<file path="config.mk">
export PLATFORM = sky130hd
export DESIGN_NAME = isk_n
export DESIGN_NICKNAME = d
export VERILOG_FILES = /design/src/rtl/bus_pkg.sv /design/src/rtl/rr_pick.sv /design/src/rtl/isk_n.sv
export SDC_FILE = /design/constraint.sdc
export NUM_CORES = 1
export LEC_CHECK = 0
export ABC_AREA = 1
export BUFFER_PORTS_ARGS = -buffer_cell sky130_fd_sc_hd__buf_2
export CAP_MARGIN = 20
export CORE_AREA = 2 2 193 195
export CTS_BUF_LIST = sky130_fd_sc_hd__clkbuf_16
export CTS_CLUSTER_SIZE = 25
export DETAILED_ROUTE_END_ITERATION = 10
export DIE_AREA = 0 0 195 197
export SYNTH_ARGS = -nofsm -noshare
export SYNTH_HDL_FRONTEND = slang
export SYNTH_SLANG_ARGS = --single-unit
</file>
<file path="constraint.sdc">
create_clock -name clk_sys -period 1.7 [get_ports clk_sys]
set_input_delay 0.17 -clock clk_sys [delete_from_list [all_inputs] [get_ports clk_sys]]
set_output_delay 0.17 -clock clk_sys [all_outputs]
set_load 0.1 [all_outputs]
</file>
<file path="src/rtl/bus_pkg.sv">
// Shared definitions for the system-bus interface switch.
//   BUS_W            : default bus vector width (48)
//   BIT_* / *_HI/_LO : bit positions of the bus fields, MSB first:
//                      pa,cl,w,r,s,f,in,ok,en,pe,qb,pn,nb[4],ad[16],dt[16]
//   ST_*             : arbiter FSM state encodings
//   strobe_of        : any transfer strobe (w,r,s,f,in) set in a vector
//   resp_of          : any slave response (ok,en,pe) set in a vector
package bus_pkg;

   localparam int unsigned BUS_W = 48;

   localparam int unsigned BIT_PA = 47;
   localparam int unsigned BIT_CL = 46;
   localparam int unsigned BIT_W  = 45;
   localparam int unsigned BIT_R  = 44;
   localparam int unsigned BIT_S  = 43;
   localparam int unsigned BIT_F  = 42;
   localparam int unsigned BIT_IN = 41;
   localparam int unsigned BIT_OK = 40;
   localparam int unsigned BIT_EN = 39;
   localparam int unsigned BIT_PE = 38;
   localparam int unsigned BIT_QB = 37;
   localparam int unsigned BIT_PN = 36;
   localparam int unsigned NB_HI  = 35;
   localparam int unsigned NB_LO  = 32;
   localparam int unsigned AD_HI  = 31;
   localparam int unsigned AD_LO  = 16;
   localparam int unsigned DT_HI  = 15;
   localparam int unsigned DT_LO  = 0;

   localparam logic [1:0] ST_IDLE    = 2'd0;
   localparam logic [1:0] ST_GRANT   = 2'd1;
   localparam logic [1:0] ST_HOLD    = 2'd2;
   localparam logic [1:0] ST_RELEASE = 2'd3;

   function automatic logic strobe_of(input logic [BUS_W-1:0] v);
      return v[BIT_W] | v[BIT_R] | v[BIT_S] | v[BIT_F] | v[BIT_IN];
   endfunction

   function automatic logic resp_of(input logic [BUS_W-1:0] v);
      return v[BIT_OK] | v[BIT_EN] | v[BIT_PE];
   endfunction

endpackage

</file>
<file path="src/rtl/rr_pick.sv">
// Combinational bus-request picker.
//   req   : request vector, one bit per master
//   last  : index of the previous owner (round-robin reference point)
//   rr    : 1 = round-robin starting after last, 0 = fixed priority (index 0 highest)
//   idx   : chosen master index (0 when nothing is requested)
//   valid : at least one request present
module rr_pick #(
   parameter int unsigned N  = 4,
   parameter int unsigned IW = 2
) (
   input  logic [N-1:0]  req,
   input  logic [IW-1:0] last,
   input  logic          rr,
   output logic [IW-1:0] idx,
   output logic          valid
);
   import bus_pkg::*;

   logic [IW-1:0] cand;

   always_comb begin
      idx   = '0;
      valid = 1'b0;
      cand  = '0;
      if (rr) begin
         // Scan offsets from farthest to nearest so the nearest requester after
         // last is the final (winning) assignment.
         for (int unsigned k = N; k >= 1; k--) begin
            cand = IW'((32'(last) + k) % N);
            if (req[cand]) begin
               idx   = cand;
               valid = 1'b1;
            end
         end
      end else begin
         for (int i = int'(N) - 1; i >= 0; i--) begin
            if (req[i]) begin
               idx   = IW'(i);
               valid = 1'b1;
            end
         end
      end
   end

endmodule

</file>
<file path="src/rtl/isk_n.sv">
// System-bus interface switch: arbitrates MASTERS bus masters for one shared
// system bus using the zg/zw/zz reservation handshake and routes vectors.
//   clk_sys   : system clock
//   reset     : synchronous, active-high
//   zg        : bus request per master
//   zw        : bus grant per master (one-hot or zero, registered)
//   zz        : bus held by another master (registered)
//   md        : master drive vectors, port i at [i*BUS_W +: BUS_W]
//   mr        : per-master receive vectors (slave drive OR routed bus)
//   sd        : slave drive vector
//   sr        : slave receive vector (owner's drive, cl ORed from all masters)
//   no_answer : one-cycle pulse per master when a strobe goes unanswered
module isk_n #(
   parameter int unsigned MASTERS = 4,
   parameter int unsigned BUS_W   = 48,
   parameter bit          RR      = 1'b1,
   parameter int unsigned TIMEOUT = 255
) (
   input  logic                     clk_sys,
   input  logic                     reset,
   input  logic [MASTERS-1:0]       zg,
   output logic [MASTERS-1:0]       zw,
   output logic [MASTERS-1:0]       zz,
   input  logic [MASTERS*BUS_W-1:0] md,
   output logic [MASTERS*BUS_W-1:0] mr,
   input  logic [BUS_W-1:0]         sd,
   output logic [BUS_W-1:0]         sr,
   output logic [MASTERS-1:0]       no_answer
);
   import bus_pkg::*;

   localparam int unsigned   IW       = (MASTERS > 1) ? $clog2(MASTERS) : 1;
   localparam logic [15:0]   TMO      = 16'(TIMEOUT);
   localparam logic [IW-1:0] LAST_RST = IW'(MASTERS - 1);

   logic [1:0]         state_q, state_d;
   logic [IW-1:0]      owner_q, owner_d;
   logic [IW-1:0]      last_q, last_d;
   logic [MASTERS-1:0] zw_q, zw_d;
   logic [MASTERS-1:0] zz_q, zz_d;
   logic [MASTERS-1:0] na_q, na_d;
   logic [15:0]        tmr_q, tmr_d;
   logic               run_q, run_d;
   logic               stb_q, stb_d;

   logic [IW-1:0]      pick_idx;
   logic               pick_valid;
   logic [MASTERS-1:0] owner_oh;
   logic [BUS_W-1:0]   owner_md;
   logic [BUS_W-1:0]   bus_all;
   logic               cl_any;
   logic               owner_req;
   logic               strobe;
   logic               resp;
   logic               fire;

   rr_pick #(
      .N  (MASTERS),
      .IW (IW)
   ) u_pick (
      .req   (zg),
      .last  (last_q),
      .rr    (RR),
      .idx   (pick_idx),
      .valid (pick_valid)
   );

   // Owner decode, owner drive mux and the unarbitrated reset broadcast.
   always_comb begin
      owner_oh = '0;
      owner_md = '0;
      cl_any   = 1'b0;
      for (int i = 0; i < int'(MASTERS); i++) begin
         owner_oh[i] = (owner_q == IW'(i));
         if (owner_q == IW'(i)) begin
            owner_md = md[i*BUS_W +: BUS_W];
         end
         cl_any = cl_any | md[i*BUS_W + BIT_CL];
      end
   end

   assign owner_req = |(zg & owner_oh);
   assign strobe    = strobe_of(owner_md);
   assign resp      = resp_of(sd);

   // Arbitration FSM.
   always_comb begin
      state_d = state_q;
      owner_d = owner_q;
      last_d  = last_q;
      unique case (state_q)
         ST_IDLE: begin
            if (pick_valid) begin
               owner_d = pick_idx;
               state_d = ST_GRANT;
            end
         end
         // A request dropped during GRANT still costs one HOLD cycle.
         ST_GRANT: state_d = ST_HOLD;
         ST_HOLD: begin
            if (!owner_req) begin
               state_d = ST_RELEASE;
            end
         end
         ST_RELEASE: begin
            last_d  = owner_q;
            state_d = ST_IDLE;
         end
         default: state_d = ST_IDLE;
      endcase
   end

   // zw/zz are registered off GRANT/HOLD, so they rise entering HOLD and fall
   // entering IDLE: two cycles after zg rises from IDLE or drops in HOLD.
   always_comb begin
      zw_d = '0;
      zz_d = '0;
      if (state_q == ST_GRANT || state_q == ST_HOLD) begin
         zw_d = owner_oh;
         zz_d = ~owner_oh;
      end
   end

   // No-answer timer: starts on a strobe rising edge, a response clears it and
   // wins over a same-cycle strobe or expiry; after firing it idles until the
   // next strobe edge.
   always_comb begin
      tmr_d = tmr_q;
      run_d = run_q;
      fire  = 1'b0;
      stb_d = (state_q == ST_HOLD) && strobe;
      if (state_q != ST_HOLD || resp) begin
         tmr_d = '0;
         run_d = 1'b0;
      end else if (strobe && !stb_q) begin
         tmr_d = 16'd1;
         run_d = 1'b1;
         if (TMO == 16'd1) begin
            fire  = 1'b1;
            run_d = 1'b0;
         end
      end else if (run_q) begin
         if (tmr_q != 16'hffff) begin
            tmr_d = tmr_q + 16'd1;
         end
         if (tmr_d == TMO) begin
            fire  = 1'b1;
            run_d = 1'b0;
         end
      end
   end

   assign na_d = fire ? owner_oh : '0;

   always_ff @(posedge clk_sys) begin
      if (reset) begin
         state_q <= ST_IDLE;
         owner_q <= LAST_RST;
         last_q  <= LAST_RST;
         zw_q    <= '0;
         zz_q    <= '0;
         na_q    <= '0;
         tmr_q   <= '0;
         run_q   <= 1'b0;
         stb_q   <= 1'b0;
      end else begin
         state_q <= state_d;
         owner_q <= owner_d;
         last_q  <= last_d;
         zw_q    <= zw_d;
         zz_q    <= zz_d;
         na_q    <= na_d;
         tmr_q   <= tmr_d;
         run_q   <= run_d;
         stb_q   <= stb_d;
      end
   end

   // Slave-side routing.
   always_comb begin
      sr = '0;
      if (state_q == ST_GRANT || state_q == ST_HOLD) begin
         sr = owner_md;
      end
      sr[BIT_CL] = cl_any;
   end

   // Every master snoops the whole bus; only the owner sees slave responses.
   always_comb begin
      bus_all = sd | sr;
      mr      = '0;
      for (int i = 0; i < int'(MASTERS); i++) begin
         mr[i*BUS_W +: BUS_W] = bus_all;
         if (!owner_oh[i]) begin
            mr[i*BUS_W + BIT_OK] = 1'b0;
            mr[i*BUS_W + BIT_EN] = 1'b0;
            mr[i*BUS_W + BIT_PE] = 1'b0;
         end
      end
   end

   assign zw        = zw_q;
   assign zz        = zz_q;
   assign no_answer = na_q;

endmodule

</file>
==> results by group <==
GRT
  • Initial antenna violation count: 10
  • Grt total ovfl: 0
  • Vias in the first global route: 7581
  • Tot GR Track Use: 0.163
  • Pin count of the biggest net entering global routing: 27
  • First-pass GRT wire length: 47200 um

CTS
  • Clock sinks: 36
  • Clock-pin slew on the worst setup and hold paths: 0.06 ns
  • Root buffer cell: clkbuf_16
  • CTS tree: built
  • H-tree Lvls: 2
  • Number of buffers created by CTS: 5
  • Hold buffer count at CTS: 0
  • Clock Latency Late Sink: 0.29 ns
  • Clk buf depth: 2

Worst setup path
  • CP Capture Type: output port
  • Worst-path fanout max: 5
  • Reg2Reg Setup Slack: -0.37 ns
  • Worst Setup SP: owner_q[1]$_SDFFE_PP1P_
  • WP data required: 1.53 ns
  • Reg2reg start: owner_q[0]$_SDFFE_PP1P_
  • Crit path kind: reg -> out
  • Crit path arrival time: 2.10 ns
  • CP Launch Type: register

Synth
  • Top_reg_cell synth: dfxtp_1
  • Gate Count Post-Synth: 813
  • EDFF count, synth: 0
  • Largest area contributor in the synthesized netlist: buf_4
  • Largest cells by area after synthesis: buf_4, dfxtp_1, nand2_1
  • Synthesis Warnings: 0
  • Mux share of post-synthesis cell area: 0
  • Compound-Gate Fraction of Synth Area: 0.175
  • Synth Area in XOR/XNOR: 0.00873
  • Combinational family with the most area after synthesis: simple AND/OR/NAND/NOR gates
  • Sequential element share of the synthesized area: 0.144
  • Post-Syn Area: 0.00502 mm2
  • Count leader, synth: nand2_1
  • Top cell type's share of synthesized area: 0.204
  • Netlist cell types: 41
  • Synthesized Nets: 1064
  • Post-Synth Adder-Cell Area: 0.0125
  • Mean post-synth cell area: 6.17 um2
  • Simple-Gate Fraction of Synth Area: 0.367
  • Synth top cells by count: nand2_1, buf_4, nor2_1, inv_1, o21ai_0
  • Async SR Flop Fraction: 0
  • Yosys reg bits: 36

Drt
  • Post-DRT Antenna Nets: 0
  • Total number of vias: 7511
  • DR iter-0 viols: 313
  • WL final: 34200 um
  • Wire per inst: 18.9 um
  • Vias/cell: 4.16
  • DR DRC count: 0
  • 1st-pass router iterations: 5

Floorplan
  • Die ar.: 0.0384 mm2
  • Row count: 70
  • Number of top-level pins: 498
  • Die X: 195 um
  • Starting Density: 0.138
  • Core area: 0.0363 mm2
  • Die height: 197 um

Placed design
  • Port Buffers: 497
  • Pre-CTS WS: -0.326 ns
  • Gpl congestion: 0.883
  • Hpwl dp: 28500 um

Final layout
  • Area grow syn2layout: 175%
  • Final core occ: 0.380
  • Fraction of layout cells with a size suffix above 1: 0.711
  • Final #Nets: 1581

STA
  • Final hold viol count: 0
  • Period minus WS final: 2.27 ns
  • Fin Hold WS: 0.120 ns
  • Worst Tran Pin Value: 0.521 ns
  • Peak Freq: 0.441 GHz
  • Final period utilization: 1.33
  • RSZ-0062 raised after global routing: yes
  • Final setup fails: 259
  • Worst setup margin: -0.566 ns
  • Clock Skew: 0.00614 ns
  • Rel. slew slack: 0.652
  • Max-slew violation count: 0
  • Setup TNS: -117.23 ns

Worst hold path
  • Hold WC Path Type: in -> reg
  • Hold path start: reset

Outcome
  • Outcome: finished with violations
  • Failing checks: setup timing

Job
  • Max Cap Viol: 0
==> cells in the final DEF, fill, tap and decap left out, drive strengths merged <==
cell type  netlist  final
nand3b           2      2
a21oi           23     23
clkinv           1      4
o21a             4      4
nand2          162    162
o2111ai          1      1
xnor2            1      1
o22ai            6      6
buf            152    676
nand4           11     11
nor2           125    125
dfxtp           36     36
a221oi           1      1
nor3             7      7
inv             68     45
ha               5      5
clkinvlp         0     22
xor2             4      4
o221ai          16     16
or4              1      1
or2             46     46
o21ai           40     40
a211oi          14     14
and2             1      1
diode            0      7
nand3           42     42
a31oi            1      1
clkbuf          19     10
o211ai          24     24
==> worst max-delay path: stages (launching register included) <==
cell      delay (ns)
dfxtp_4         0.40
nor2_4          0.22
clkinv_4        0.17
buf_12          0.19
o221ai_4        0.21
a21oi_4         0.10
or2_4           0.31
buf_12          0.19
==> flip-flops by register name, summed over array words and instances (netlist names), 2 cells and up <==
name	count
tmr_q	16
no_answer	4
zw	4
zz	4
last_q	2
owner_q	2
state_q	2
==> what timing repair did <==
item,4_1_cts,5_1_grt
resized for setup,68,126
pin swaps,48,50
endpoints found under the hold margin,0,0
gates cloned,2,5
buffers inserted,22,25
setup endpoints to repair,258,261
==> path summary, 6_finish.rpt <==
path / endpoint / depth (start not counted)
setup / recovery: mr[117] / 7
hold / removal: stb_q$_SDFF_PP0_ / 2
setup reg to reg: tmr_q[7]$_SDFFE_PP0P_ / 12
hold reg to reg: last_q[1]$_SDFFE_PP1N_ / 2
==> cells by family (layout without fill, tap and decap cells) <==
kind of cell,count (synthesis),after routing
xor gates and xnor gates,5,5
AOI/OAI and AO/OA,130,130
buffers and inverters,240,757
other,0,7
and+or+nand+nor,397,397
adders and majority gates,5,5
DFF,36,36
==> stage by stage <==
step	instances	area, um2
4_1_cts	1788	13100
2_1_floorplan	813	7580
5_1_grt	1804	13800
3_5_place_dp	1757	12500
3_3_place_gp	1757	12500
6_report	1805	13800
==> cell type report <==
class | instances | area [um2]
diodes | 7 | 17.5
clock buffers | 5 | 125
clock inverters | 2 | 8.76
fillers | 3649 | 22500
inverters | 69 | 372
multi-input cells | 537 | 4030
flip-flops and latches | 36 | 732
well taps | 468 | 586
repair buffers | 681 | 7920
==> routing by layer <==
layer / GRT usage / wire length (um)
met4: 0.0534 / 722
met1: 0.189 / 13200
met5: 0 / 44
met3: 0.0325 / 1900
met2: 0.297 / 18300
Power is left out: the tool's default activity adds up to more than one toggle a clock period on the data nets, which glitch-free logic cannot reach.
